$ cat src/rtl/alu_pkg.sv
// ALU issue package: control codes, RV32I opcodes and funct fields,
// plus the decoded-instruction bundle shared by decoder and ID/EX stage.
package alu_pkg;

    typedef enum logic [3:0] {
        ALU_ADD   = 4'h0,
        ALU_SUB   = 4'h1,
        ALU_XOR   = 4'h2,
        ALU_OR    = 4'h3,
        ALU_AND   = 4'h4,
        ALU_SLL   = 4'h5,
        ALU_SRL   = 4'h6,
        ALU_BEQ   = 4'h7,
        ALU_BNE   = 4'h8,
        ALU_SLT   = 4'h9,
        ALU_SRA   = 4'hA,
        ALU_AUIPC = 4'hB,
        ALU_BLT   = 4'hC,
        ALU_BGE   = 4'hD
    } alu_ctrl_e;

    localparam logic [6:0] OPC_OP     = 7'b0110011;
    localparam logic [6:0] OPC_OP_IMM = 7'b0010011;
    localparam logic [6:0] OPC_LUI    = 7'b0110111;
    localparam logic [6:0] OPC_AUIPC  = 7'b0010111;
    localparam logic [6:0] OPC_BRANCH = 7'b1100011;
    localparam logic [6:0] OPC_LOAD   = 7'b0000011;
    localparam logic [6:0] OPC_STORE  = 7'b0100011;

    localparam logic [2:0] F3_ADD  = 3'b000;
    localparam logic [2:0] F3_SLL  = 3'b001;
    localparam logic [2:0] F3_SLT  = 3'b010;
    localparam logic [2:0] F3_SLTU = 3'b011;
    localparam logic [2:0] F3_XOR  = 3'b100;
    localparam logic [2:0] F3_SR   = 3'b101;
    localparam logic [2:0] F3_OR   = 3'b110;
    localparam logic [2:0] F3_AND  = 3'b111;

    localparam logic [2:0] F3_BEQ  = 3'b000;
    localparam logic [2:0] F3_BNE  = 3'b001;
    localparam logic [2:0] F3_BLT  = 3'b100;
    localparam logic [2:0] F3_BGE  = 3'b101;
    localparam logic [2:0] F3_BLTU = 3'b110;
    localparam logic [2:0] F3_BGEU = 3'b111;

    localparam logic [2:0] F3_LB  = 3'b000;
    localparam logic [2:0] F3_LH  = 3'b001;
    localparam logic [2:0] F3_LW  = 3'b010;
    localparam logic [2:0] F3_LBU = 3'b100;
    localparam logic [2:0] F3_LHU = 3'b101;

    localparam logic [2:0] F3_SB = 3'b000;
    localparam logic [2:0] F3_SH = 3'b001;
    localparam logic [2:0] F3_SW = 3'b010;

    localparam logic [6:0] F7_BASE = 7'b0000000;
    localparam logic [6:0] F7_ALT  = 7'b0100000;

    typedef enum logic [0:0] {
        IN1_ZERO,
        IN1_RS1
    } in1_sel_e;

    typedef enum logic [1:0] {
        IN2_ZERO,
        IN2_RS2,
        IN2_RS2_SH,
        IN2_IMM
    } in2_sel_e;

    typedef struct packed {
        alu_ctrl_e   ctrl;
        in1_sel_e    in1_sel;
        in2_sel_e    in2_sel;
        logic [31:0] imm;
        logic        imm_sext;
        logic        imm_out_en;
        logic        rs2_fwd_en;
        logic        reg_write;
        logic        mem_read;
        logic        mem_write;
        logic        is_branch;
        logic        illegal;
    } dec_t;

    // Shared by OP and OP-IMM; alt selects SUB/SRA.
    function automatic alu_ctrl_e arith_ctrl(
        input logic [2:0] f3,
        input logic       alt
    );
        alu_ctrl_e c;
        c = ALU_ADD;
        case (f3)
            F3_ADD:  c = alt ? ALU_SUB : ALU_ADD;
            F3_SLL:  c = ALU_SLL;
            F3_SLT:  c = ALU_SLT;
            F3_SLTU: c = ALU_SLT;
            F3_XOR:  c = ALU_XOR;
            F3_SR:   c = alt ? ALU_SRA : ALU_SRL;
            F3_OR:   c = ALU_OR;
            F3_AND:  c = ALU_AND;
            default: c = ALU_ADD;
        endcase
        return c;
    endfunction

endpackage

$ cat src/rtl/alu_ctrl_decode.sv
// Combinational RV32I decode into ALU control, operand selects,
// immediate and pipeline control flags.
module alu_ctrl_decode
    import alu_pkg::*;
(
    input  logic [31:0] instr,
    output dec_t        dec
);

    logic [6:0]  opc;
    logic [2:0]  f3;
    logic [6:0]  f7;
    logic [31:0] i_imm;
    logic [31:0] s_imm;
    logic [31:0] b_imm;
    logic        shift;
    logic        ok;
    dec_t        d;

    assign opc   = instr[6:0];
    assign f3    = instr[14:12];
    assign f7    = instr[31:25];
    assign i_imm = {{20{instr[31]}}, instr[31:20]};
    assign s_imm = {{20{instr[31]}}, instr[31:25], instr[11:7]};
    assign b_imm = {{19{instr[31]}}, instr[31], instr[7],
                    instr[30:25], instr[11:8], 1'b0};
    assign shift = (f3 == F3_SLL) || (f3 == F3_SR);

    // Per-opcode decode; any unsupported encoding collapses to an illegal no-op.
    always_comb begin
        d         = '0;
        d.ctrl    = ALU_ADD;
        d.in1_sel = IN1_ZERO;
        d.in2_sel = IN2_ZERO;
        ok        = 1'b0;
        unique case (opc)
            OPC_OP: begin
                ok = (f7 == F7_BASE) ||
                     ((f7 == F7_ALT) && ((f3 == F3_ADD) || (f3 == F3_SR)));
                d.ctrl      = arith_ctrl(f3, f7 == F7_ALT);
                d.in1_sel   = IN1_RS1;
                d.in2_sel   = shift ? IN2_RS2_SH : IN2_RS2;
                d.reg_write = 1'b1;
            end
            OPC_OP_IMM: begin
                if (f3 == F3_SLL)
                    ok = (f7 == F7_BASE);
                else if (f3 == F3_SR)
                    ok = (f7 == F7_BASE) || (f7 == F7_ALT);
                else
                    ok = 1'b1;
                d.ctrl      = arith_ctrl(f3, (f3 == F3_SR) && (f7 == F7_ALT));
                d.in1_sel   = IN1_RS1;
                d.in2_sel   = IN2_IMM;
                d.imm       = shift ? {27'b0, instr[24:20]} : i_imm;
                d.imm_sext  = !shift;
                d.reg_write = 1'b1;
            end
            OPC_LUI: begin
                ok          = 1'b1;
                d.in2_sel   = IN2_IMM;
                d.imm       = {instr[31:12], 12'b0};
                d.imm_sext  = 1'b1;
                d.reg_write = 1'b1;
            end
            OPC_AUIPC: begin
                ok          = 1'b1;
                d.ctrl      = ALU_AUIPC;
                d.in2_sel   = IN2_IMM;
                d.imm       = {12'b0, instr[31:12]};
                d.reg_write = 1'b1;
            end
            OPC_BRANCH: begin
                ok = 1'b1;
                case (f3)
                    F3_BEQ:  d.ctrl = ALU_BEQ;
                    F3_BNE:  d.ctrl = ALU_BNE;
                    F3_BLT:  d.ctrl = ALU_BLT;
                    F3_BLTU: d.ctrl = ALU_BLT;
                    F3_BGE:  d.ctrl = ALU_BGE;
                    F3_BGEU: d.ctrl = ALU_BGE;
                    default: ok = 1'b0;
                endcase
                d.in1_sel    = IN1_RS1;
                d.in2_sel    = IN2_RS2;
                d.imm        = b_imm;
                d.imm_sext   = 1'b1;
                d.imm_out_en = 1'b1;
                d.is_branch  = 1'b1;
            end
            OPC_LOAD: begin
                ok = (f3 == F3_LB) || (f3 == F3_LH) || (f3 == F3_LW) ||
                     (f3 == F3_LBU) || (f3 == F3_LHU);
                d.in1_sel   = IN1_RS1;
                d.in2_sel   = IN2_IMM;
                d.imm       = i_imm;
                d.imm_sext  = 1'b1;
                d.mem_read  = 1'b1;
                d.reg_write = 1'b1;
            end
            OPC_STORE: begin
                ok = (f3 == F3_SB) || (f3 == F3_SH) || (f3 == F3_SW);
                d.in1_sel    = IN1_RS1;
                d.in2_sel    = IN2_IMM;
                d.imm        = s_imm;
                d.imm_sext   = 1'b1;
                d.imm_out_en = 1'b1;
                d.rs2_fwd_en = 1'b1;
                d.mem_write  = 1'b1;
            end
            default: ok = 1'b0;
        endcase
        if (!ok) begin
            d         = '0;
            d.ctrl    = ALU_ADD;
            d.in1_sel = IN1_ZERO;
            d.in2_sel = IN2_ZERO;
            d.illegal = 1'b1;
        end
    end

    assign dec = d;

endmodule

$ cat src/rtl/id_ex_alu_issue.sv
// ID/EX stage feeding the execute ALU: registered decode with
// flush-over-stall priority and a count of legal issued instructions.
module id_ex_alu_issue
    import alu_pkg::*;
#(
    parameter int XLEN  = 32,
    parameter int CNT_W = 32
) (
    input  logic             clk,
    input  logic             rst,
    input  logic             in_valid,
    input  logic [31:0]      instr,
    input  logic [XLEN-1:0]  pc_in,
    input  logic [XLEN-1:0]  rs1_data,
    input  logic [XLEN-1:0]  rs2_data,
    input  logic             stall,
    input  logic             flush,
    output logic [XLEN-1:0]  alu_in1,
    output logic [XLEN-1:0]  alu_in2,
    output logic [3:0]       alu_ctrl,
    output logic [XLEN-1:0]  alu_pc,
    output logic [XLEN-1:0]  imm_out,
    output logic [XLEN-1:0]  rs2_fwd,
    output logic [4:0]       rd_out,
    output logic             reg_write,
    output logic             mem_read,
    output logic             mem_write,
    output logic             is_branch,
    output logic             illegal,
    output logic             valid_out,
    output logic [CNT_W-1:0] issue_count
);

    dec_t            dec;
    logic [XLEN-1:0] imm_x;
    logic [XLEN-1:0] in1_d;
    logic [XLEN-1:0] in2_d;
    logic            issue;

    alu_ctrl_decode u_dec (
        .instr (instr),
        .dec   (dec)
    );

    assign imm_x = dec.imm_sext ? XLEN'($signed(dec.imm))
                                : XLEN'(dec.imm);

    assign issue = in_valid && !stall && !flush && !dec.illegal;

    // Operand muxes ahead of the ID/EX register.
    always_comb begin
        in1_d = '0;
        in2_d = '0;
        unique case (dec.in1_sel)
            IN1_RS1:  in1_d = rs1_data;
            default:  in1_d = '0;
        endcase
        unique case (dec.in2_sel)
            IN2_RS2:    in2_d = rs2_data;
            IN2_RS2_SH: in2_d = XLEN'(rs2_data[4:0]);
            IN2_IMM:    in2_d = imm_x;
            default:    in2_d = '0;
        endcase
    end

    // ID/EX register: reset/flush/idle slot load a bubble, stall holds.
    always_ff @(posedge clk) begin
        if (rst || flush || (!stall && !in_valid)) begin
            alu_in1   <= '0;
            alu_in2   <= '0;
            alu_ctrl  <= '0;
            alu_pc    <= '0;
            imm_out   <= '0;
            rs2_fwd   <= '0;
            rd_out    <= '0;
            reg_write <= 1'b0;
            mem_read  <= 1'b0;
            mem_write <= 1'b0;
            is_branch <= 1'b0;
            illegal   <= 1'b0;
            valid_out <= 1'b0;
        end else if (!stall) begin
            alu_in1   <= in1_d;
            alu_in2   <= in2_d;
            alu_ctrl  <= dec.ctrl;
            alu_pc    <= pc_in;
            imm_out   <= dec.imm_out_en ? imm_x : '0;
            rs2_fwd   <= dec.rs2_fwd_en ? rs2_data : '0;
            rd_out    <= instr[11:7];
            reg_write <= dec.reg_write;
            mem_read  <= dec.mem_read;
            mem_write <= dec.mem_write;
            is_branch <= dec.is_branch;
            illegal   <= dec.illegal;
            valid_out <= 1'b1;
        end
    end

    // Legal-issue counter, wraps naturally at 2^CNT_W.
    always_ff @(posedge clk) begin
        if (rst)
            issue_count <= '0;
        else if (issue)
            issue_count <= issue_count + 1'b1;
    end

endmodule

$ cat config.mk
export PLATFORM = sky130hd
export DESIGN_NAME = id_ex_alu_issue
export DESIGN_NICKNAME = d
export VERILOG_FILES = /design/src/rtl/alu_pkg.sv /design/src/rtl/alu_ctrl_decode.sv /design/src/rtl/id_ex_alu_issue.sv
export SDC_FILE = /design/constraint.sdc
export NUM_CORES = 1
export LEC_CHECK = 0
export CAP_MARGIN = 0
export CORE_AREA = 2 2 149 137
export CTS_CLUSTER_DIAMETER = 60
export DETAILED_ROUTE_END_ITERATION = 12
export DIE_AREA = 0 0 151 139
export PLACE_DENSITY = 0.84
export SLEW_MARGIN = 25
export SYNTH_ARGS = -nofsm -noshare
export SYNTH_HDL_FRONTEND = slang
export SYNTH_SLANG_ARGS = --single-unit
$ cat constraint.sdc
create_clock -name clk -period 6.7 [get_ports clk]
set_input_delay 1.34 -clock clk [delete_from_list [all_inputs] [get_ports clk]]
set_output_delay 1.34 -clock clk [all_outputs]
set_load 0.02 [all_outputs]
Word-level counts from Yosys, hierarchy flattened
Index checks and enable logic that the tools add are counted.
- reduce and logical (&&, ||, !) cells: 33
- mux-type cells: 28
- equality and inequality tests: 18
- add/sub/neg operators: 1
- operators by type and width (cell ; number):
    32-bit case mux with 6 select lines ; 1
    32-bit two-way mux ; 4
    32-bit case mux with 3 select lines ; 1
    4-bit case mux with 7 select lines ; 2
    47-bit two-way mux ; 1
    32-bit by 1-bit adder with 32-bit output (second input constant) ; 1
    4-bit case mux with 4 select lines ; 2
    7-bit by 6-bit equality test with 1-bit output (second input constant) ; 4
    5-bit OR reduction ; 3
    7-bit by 5-bit equality test with 1-bit output (second input constant) ; 2
    3-bit equality test (second input constant) ; 4
    1-bit two-way mux ; 11
    1-bit logical OR ; 10
    2-bit OR reduction ; 5
    4-bit two-way mux ; 2
    7-bit by 2-bit equality test with 1-bit output (second input constant) ; 1
    7-bit equality test (second input constant) ; 1
    7-bit zero test ; 1
    3-bit by 2-bit equality test with 1-bit output (second input constant) ; 2
    1-bit logical AND ; 6
    1-bit case mux with 6 select lines ; 1
    2-bit case mux with 3 select lines ; 1
    6-bit OR reduction ; 1
    1-bit zero test ; 5
    7 further kinds ; 8
- bits in registers: 207
- word-level logic and storage cells: 94
- output and inout port bits: 207
- input bits: 133

Depth between registers and ports, before layout
Gate-level depths: netlist (run 1).
- depth in word-level cells: 9
- depth in mapped cells: 8
- depth with buffers taken out: 5

Cells and area by module
Synthesis (run 1) repeated with hierarchy kept, for this count alone.
- cells, all modules: 1101
- area total of the unflattened synthesis: 9087.5 µm²
- modules (own cells, without submodules) (module ; area an instance (µm²) ; cells each ; times used ; seq. area each (µm²)):
    id_ex_alu_issue ; 8055.2 ; 930 ; 1 ; 4144.0
    alu_ctrl_decode ; 1032.2 ; 171 ; 1 ; 0.0

Worst setup path before layout (run 1)
OpenSTA, ideal clock, no wires.
- kind: input to register
- from: in instr[5]
- to: reg issue_count[7]
- path slack: 3.606 ns
- data required time: 6.577 ns
- arrival time: 2.970 ns
- cell stages on the path: 6
- setup time: 0.123 ns
- buffers on the path: 1
- cell sequence: buf_6 > or2_1 > a2111oi_4 > a31oi_4 > a2111oi_4 > mux2_1
- word-level cells in the longest chain between the ends: 6
- elaborated cells between the ends (all ways): 12
- those cells by class: eq/ne: 7; mux: 2; reduce/logical: 3
- ends and longest elaborated chain (element ; RTL line ; text):
    start: declaration ; id_ex_alu_issue.sv:12 ; input logic [31:0] instr,
    7-bit by 6-bit equality test with 1-bit output / 7-bit by 5-bit equality test with 1-bit output (equally long branches) ; alu_ctrl_decode.sv:36 ; unique case (opc)
    2-bit OR reduction (no source line) ; n/a ;
    1-bit case mux with 6 select lines (*) ; alu_ctrl_decode.sv:36 ;
    47-bit two-way mux (*) ; alu_ctrl_decode.sv:113 ; if (!ok) begin
    1-bit zero test (*) ; id_ex_alu_issue.sv:48 ; assign issue = in_valid && !stall && !flush && !dec.illegal;
    1-bit logical AND (*) ; id_ex_alu_issue.sv:48 ;
    end signal: assignment ; id_ex_alu_issue.sv:104 ; issue_count <= issue_count + 1'b1;
    end: declaration ; id_ex_alu_issue.sv:31 ; output logic [CNT_W-1:0] issue_count
Mark *: on every way between the ends. The rest lies on a longest branch, timed or not.
A chain may end at the register's enable or synchronous reset.

Worst setup path in the final report (run 1)
- from: in instr[6]
- to: reg imm_out[0]
- word-level cells in the longest chain between the ends: 5
- elaborated cells between the ends (all ways): 14
- those cells by class: eq/ne: 7; mux: 5; reduce/logical: 2
- ends and longest elaborated chain (element ; RTL line ; text):
    7-bit by 6-bit equality test with 1-bit output, or another cell as far along ; alu_ctrl_decode.sv:36 ;
    2-bit OR reduction (no source line) ; n/a ;
    1-bit case mux with 6 select lines / 1-bit two-way mux (equally long branches) ; alu_ctrl_decode.sv:36 ;
    47-bit two-way mux (*) ; alu_ctrl_decode.sv:113 ;
    32-bit two-way mux (*) ; id_ex_alu_issue.sv:87 ; imm_out <= dec.imm_out_en ? imm_x : '0;
    end signal: assignment ; id_ex_alu_issue.sv:87 ;
    end: declaration ; id_ex_alu_issue.sv:22 ; output logic [XLEN-1:0] imm_out,
Marks and branches as above.

==> flow_summary.yaml, run 1 <==
setup_path:
  start_kind: "input pin"
  critical_path_required_ns: 7.10
  path_cells: "clkdlybuf4s50_1, nand4bb_2, or2_0, o221a_2, a21boi_4, a32o_1"
  end_kind: "flop"
  slowest_delay_ns: 0.82
  slowest_stage: "clkdlybuf4s50_1"
  worstSetupPathType: "in2reg"
  arrival_ns: 4.62
  critical_path.top_delay_family: "compound AO/OA/AOI/OAI gates"
  worstPathMaxFanout: 28
  crit_buf_inv: 1
timing:
  fin_crit_sh_pct: 63.1
  max_freq_mhz: 237
  relSlewSlack_pct: 28.8
  worst_slack_ns: 2.48
  hold_viol_final: 0
  min_period_ns: 4.22
  rsz0062_at_grt: "no"
  worst_pin_slew_ns: 1.07
  finalSetupViolCount: 0
  setup_tns_ns: 0
  skew_ns: 0.00854
  drv_slew: 0
logic_synthesis:
  yosysTopAreaCell: "dfxtp_1"
  yosysMostFrequentCell: "dfxtp_1"
  ys_seq_elements: 207
  synth_top_area_share_pct: 45.2
  async_flop_share_pct: 0
  synth_cells: 1027
  syn_area_per_cell_um2: 8.92
  synth_edf_count: 0
  syn-cell-area_um2: 9160
  synthesis.nets: 1161
  synthDistinctLibCells: 65
  synth.area.top_cells: "dfxtp_1 (45%), nand2_1 (5.9%), mux2i_1 (5.6%)"
  yosysWarnings: 0
  synth_commonest_cells: "dfxtp_1 (207), nand2_1 (145), nor2_1 (83), a21oi_1 (66), clkbuf_1 (61)"
  seq_area_frac_synth_pct: 45.2
  ys.flop_type: "dfxtp_1"
detailed_routing:
  wl_mm: 31.6
  avgViaCountPerCell: 5.71
  ant_nets: 0
  first_pass_iters: 5
  drt_iter0_drc: 816
  wire_per_inst_um: 20.0
  drc_errors: 0
  num_vias: 9034
layout:
  area_growth_pct: 46.2
  nets: 1447
  nFillCells: 1549
  drive_above_1_share_pct: 6.04
global_route:
  grt_max_degree: 102
  grt_pass1_wl_mm: 47.8
  antenna_found_initial: 1
  grt_util_all_layers_pct: 28.4
  first_global_vias: 8791
  grt_overflow_total: 0
clock_network:
  root_buffer: "clkbuf_16"
  numCtsBuffers: 23
  clock_latency_ns: 0.51
  htree_levels: 1
  ctsResizeCount: 0
  clockBufferDepth: 3
  clk_pin_slew_ns: 0.06
  cts_tree: "built"
  post-cts-setup-buffers: 0
  cts_sinks: 207
  hold_buffers: 0
floorplan:
  start_util_pct: 47.0
  core_um2: 19500
  die_h_um: 139
  die-width_um: 151
  dieArea_um2: 21000
  num_rows: 49
  io_pins: 340
power_and_ir_drop:
  leakage_nw: 5.05
  ir_drop_mv: 0.205
  powerDensity_nw_per_um2: 206
place:
  portBuffers: 339
  place_congestion: 0.932
  place_ws_ns: 2.04
  hpwl_mm: 22.2
run_status:
  status: "finished, final reports clean"
min_path:
  min_path_type: "reg2reg"
job:
  maxCapViolations: 0
[routing by layer]
metal,vias up,wire (um),track usage (%)
met5,-,0,0
met1,4297,12600,35.5
li1,4260,-,-
met2,407,14900,46.9
met3,70,3100,7.76
met4,0,983,10.2
[state kept, by name, summed over array words and instances, names as in the netlist]
signal / flops
issue_count: 32
valid_out: 1
is_branch: 1
alu_pc: 32
alu_in1: 32
alu_in2: 32
rs2_fwd: 32
alu_ctrl: 4
mem_read: 1
illegal: 1
rd_out: 5
imm_out: 32
reg_write: 1
mem_write: 1
[logic make-up after synthesis]
group | synth area share, %
xor gates and xnor gates | 0.0956
DFF | 45.2
and+or+nand+nor | 20.2
adders and majority gates | 0.137
muxes | 9.38
buffers and inverters | 4.60
AOI/OAI and AO/OA | 20.3
[worst register-to-register path, cell delays in order (launching register included)]
cell and delay [ns]:
dfxtp_1 0.45, nand4_1 0.23, nor4_2 0.74, nand4_1 0.24, a211oi_1 0.31, mux2_2 0.36
[cell type report]
| class | count | area (um^2) | area share, % |
|---|---|---|---|
| multi-input cells | 723 | 4650 | 34.8 |
| flip-flops and latches | 207 | 4140 | 30.9 |
| repair buffers | 350 | 3490 | 26.0 |
| clock buffers | 32 | 679 | 5.07 |
| well taps | 255 | 319 | 2.38 |
| clock inverters | 5 | 75.1 | 0.561 |
| inverters | 8 | 30.0 | 0.224 |
| diodes | 1 | 2.50 | 0.0187 |
[power breakdown]
group / total, mW / internal [mW] / switching [mW]
clock network: 1.27 / 0.775 / 0.500
registers: 1.24 / 1.24 / 0.00374
logic: 0.239 / 0.115 / 0.124
total: 2.76 / 2.13 / 0.627
[final timing paths]
check	end	from	slack (ns)	depth (start not counted)
max	imm_out[0]	instr[6]	2.48	6
min	imm_out[31]	imm_out[31]	0.44	2
max reg2reg	issue_count[31]	issue_count[14]	4.27	5
min reg2reg	imm_out[31]	imm_out[31]	0.44	2
[metrics by stage]
stage | instances | power, mW | cell area [um^2] | hold WS (ns) | utilization, %
after floorplan | 1027 | 1.37 | 9160 | 0.517 | -
after global placement | 1542 | 1.50 | 12600 | 0.426 | 64.6
after detailed placement | 1543 | 1.50 | 12600 | 0.433 | 64.7
after CTS | 1580 | 2.77 | 13400 | 0.443 | 68.6
after global routing | 1581 | 2.84 | 13400 | 0.461 | 68.7
final | 1581 | 2.76 | 13400 | 0.440 | 68.7
[layout by cell type, fill, tap and decap left out, types with 10 or more instances in the layout]
master	count
o21ai_0	48
nor2_1	82
a32o_1	21
dfxtp_1	207
mux2i_1	51
o211ai_1	13
nand3_1	19
mux2_1	21
nand2_1	145
a21oi_1	64
nor2b_1	33
a22o_1	47
and3_1	34
buf_4	11
clkdlybuf4s50_1	337
nand4_1	23
mux2_2	10
clkbuf_16	23
Note: power is estimated with default switching activity, not from simulation.
==> run 2, diff against run 1 <==
--- a/config.mk
+++ b/config.mk
@@ -6,11 +6,11 @@
 export NUM_CORES = 1
 export LEC_CHECK = 0
 export CAP_MARGIN = 0
-export CORE_AREA = 2 2 149 137
+export CORE_AREA = 2 2 163 149
 export CTS_CLUSTER_DIAMETER = 60
 export DETAILED_ROUTE_END_ITERATION = 12
-export DIE_AREA = 0 0 151 139
-export PLACE_DENSITY = 0.84
+export DIE_AREA = 0 0 165 151
+export PLACE_DENSITY = 0.74
 export SLEW_MARGIN = 25
 export SYNTH_ARGS = -nofsm -noshare
 export SYNTH_HDL_FRONTEND = slang
==> constraint.sdc (replaced) <==
create_clock -name clk -period 3.4 [get_ports clk]
set_input_delay 0.68 -clock clk [delete_from_list [all_inputs] [get_ports clk]]
set_output_delay 0.68 -clock clk [all_outputs]
set_load 0.02 [all_outputs]
==> flow_summary.yaml, run 2 (synthesized netlist as in run 1, its figures left out) <==
detailed_routing:
  drc_errors: 0
  drt_iter0_drc: 783
  wire_per_inst_um: 18.9
  ant_nets: 0
  wl_mm: 31.6
  num_vias: 9180
  avgViaCountPerCell: 5.50
  first_pass_iters: 8
timing:
  hold_viol_final: 0
  relSlewSlack_pct: 36.2
  min_period_ns: 2.90
  skew_ns: 0.0147
  fin_crit_sh_pct: 85.3
  max_freq_mhz: 345
  hold_ws_ns: 0.438
  worst_pin_slew_ns: 0.956
  finalSetupViolCount: 0
  drv_slew: 0
  setup_tns_ns: 0
  rsz0062_at_grt: "no"
power_and_ir_drop:
  net-switching-power_mw: 1.29
  seqPwrFrac_pct: 44.3
  powerDensity_nw_per_um2: 401
  swShare_pct: 23.3
  leakage_nw: 5.23
  ir_drop_mv: 0.371
  p_int_mw: 4.24
  p_clk_share_pct: 46.9
  p_comb_share_pct: 8.8
floorplan:
  num_rows: 53
  dieArea_um2: 24900
  die-width_um: 165
  core_um2: 23100
  die_h_um: 151
  start_util_pct: 39.6
  io_pins: 340
layout:
  drive_above_1_share_pct: 8.44
  nFillCells: 1986
  nets: 1481
  postLayoutCellArea_um2: 13800
  multi_input_area_um2: 4640
  area_growth_pct: 50.2
  final_cell_mix: "clkdlybuf4s50_1 (337), dfxtp_1 (207), nand2_1 (145)"
  final_cells: 1668
  regArea_um2: 4140
  layout_commonest_cell: "clkdlybuf4s50_1"
global_route:
  grt_pass1_wl_mm: 47.8
  grt_max_degree: 101
  grt_overflow_total: 0
  antenna_found_initial: 4
  grt_util_all_layers_pct: 24.1
  first_global_vias: 8846
place:
  post_dp_cell_area_um2: 12900
  dp.cells: 1622
  hpwl_mm: 22.8
  place_congestion: 0.902
  portBuffers: 339
clock_network:
  cts_tree: "built"
  root_buffer: "clkbuf_16"
  cts_sinks: 207
  post-cts-setup-buffers: 0
  clk_pin_slew_ns: 0.06
  hold_buffers: 0
  clockBufferDepth: 3
  clock_latency_ns: 0.51
  htree_levels: 1
  ctsResizeCount: 0
  numCtsBuffers: 25
setup_path:
  end_kind: "flop"
  worstPathMaxFanout: 16
  critical_path_required_ns: 3.79
  worstSetupPathType: "in2reg"
  start_kind: "input pin"
  arrival_ns: 3.29
min_path:
  min_path_type: "reg2reg"
run_status:
  status: "finished, final reports clean"
job:
  maxCapViolations: 0
-- run 2: cell types whose count changed in the layout (fill, tap and decap cells not counted), moves of 2 or more --
| cell | delta |
|---|---|
| clkinvlp_4 | +2 |
| diode_2 | +2 |
| buf_4 | +29 |
| clkinv_4 | +2 |
| buf_12 | +4 |
| clkbuf_1 | +2 |
| clkbuf_16 | +2 |
-- run 2: per-layer routing --
| metal | share of wire, % | track usage, % | wire length [um] |
|---|---|---|---|
| met5 | 0.098 | 0 | 31 |
| met4 | 3.7 | 9.22 | 1180 |
| met3 | 10 | 7.48 | 3170 |
| met2 | 46 | 39.4 | 14400 |
| met1 | 40 | 29.7 | 12800 |
-- run 2: power groups by stage --
stage / Clock (mW) / Combinational (mW) / Sequential [mW]
after floorplan: 0 / 0.190 / 2.52
after global placement: 0 / 0.478 / 2.50
after detailed placement: 0 / 0.483 / 2.50
after CTS: 2.65 / 0.486 / 2.45
after global routing: 2.75 / 0.519 / 2.45
final: 2.59 / 0.486 / 2.45
-- run 2: critical path: stages --
cell             delay, ns
clkdlybuf4s50_1       0.46
nor4_2                0.61
nor4b_4               0.42
a31oi_4               0.30
buf_4                 0.29
a21oi_1               0.18
mux2_1                0.34
-- run 2: cell type report --
cell class	instances	share of cell area, %
multi-input combinational	723	33.7
clock buffer	35	5.25
clock inverter	8	0.609
tap	302	2.75
inverter	8	0.218
sequential	207	30.1
antenna	3	0.0545
timing repair buffer	382	27.3
-- run 2: through the flow --
| stage | worst slack (ns) | power [mW] | util [%] |
|---|---|---|---|
| after floorplan | 0.966 | 2.71 | - |
| after global placement | 0.0724 | 2.98 | 56.0 |
| after detailed placement | 0.0461 | 2.98 | 56.0 |
| after CTS | 0.571 | 5.58 | 59.4 |
| after global routing | 0.440 | 5.72 | 59.4 |
| final | 0.501 | 5.53 | 59.5 |
-- run 2: worst paths after layout --
check        slack [ns]              end            start  cells after the start
max                0.50  issue_count[20]        instr[26]                      7
min                0.44      imm_out[16]      imm_out[16]                      2
max reg2reg        0.93  issue_count[30]  issue_count[14]                      5
min reg2reg        0.44      imm_out[16]      imm_out[16]                      2
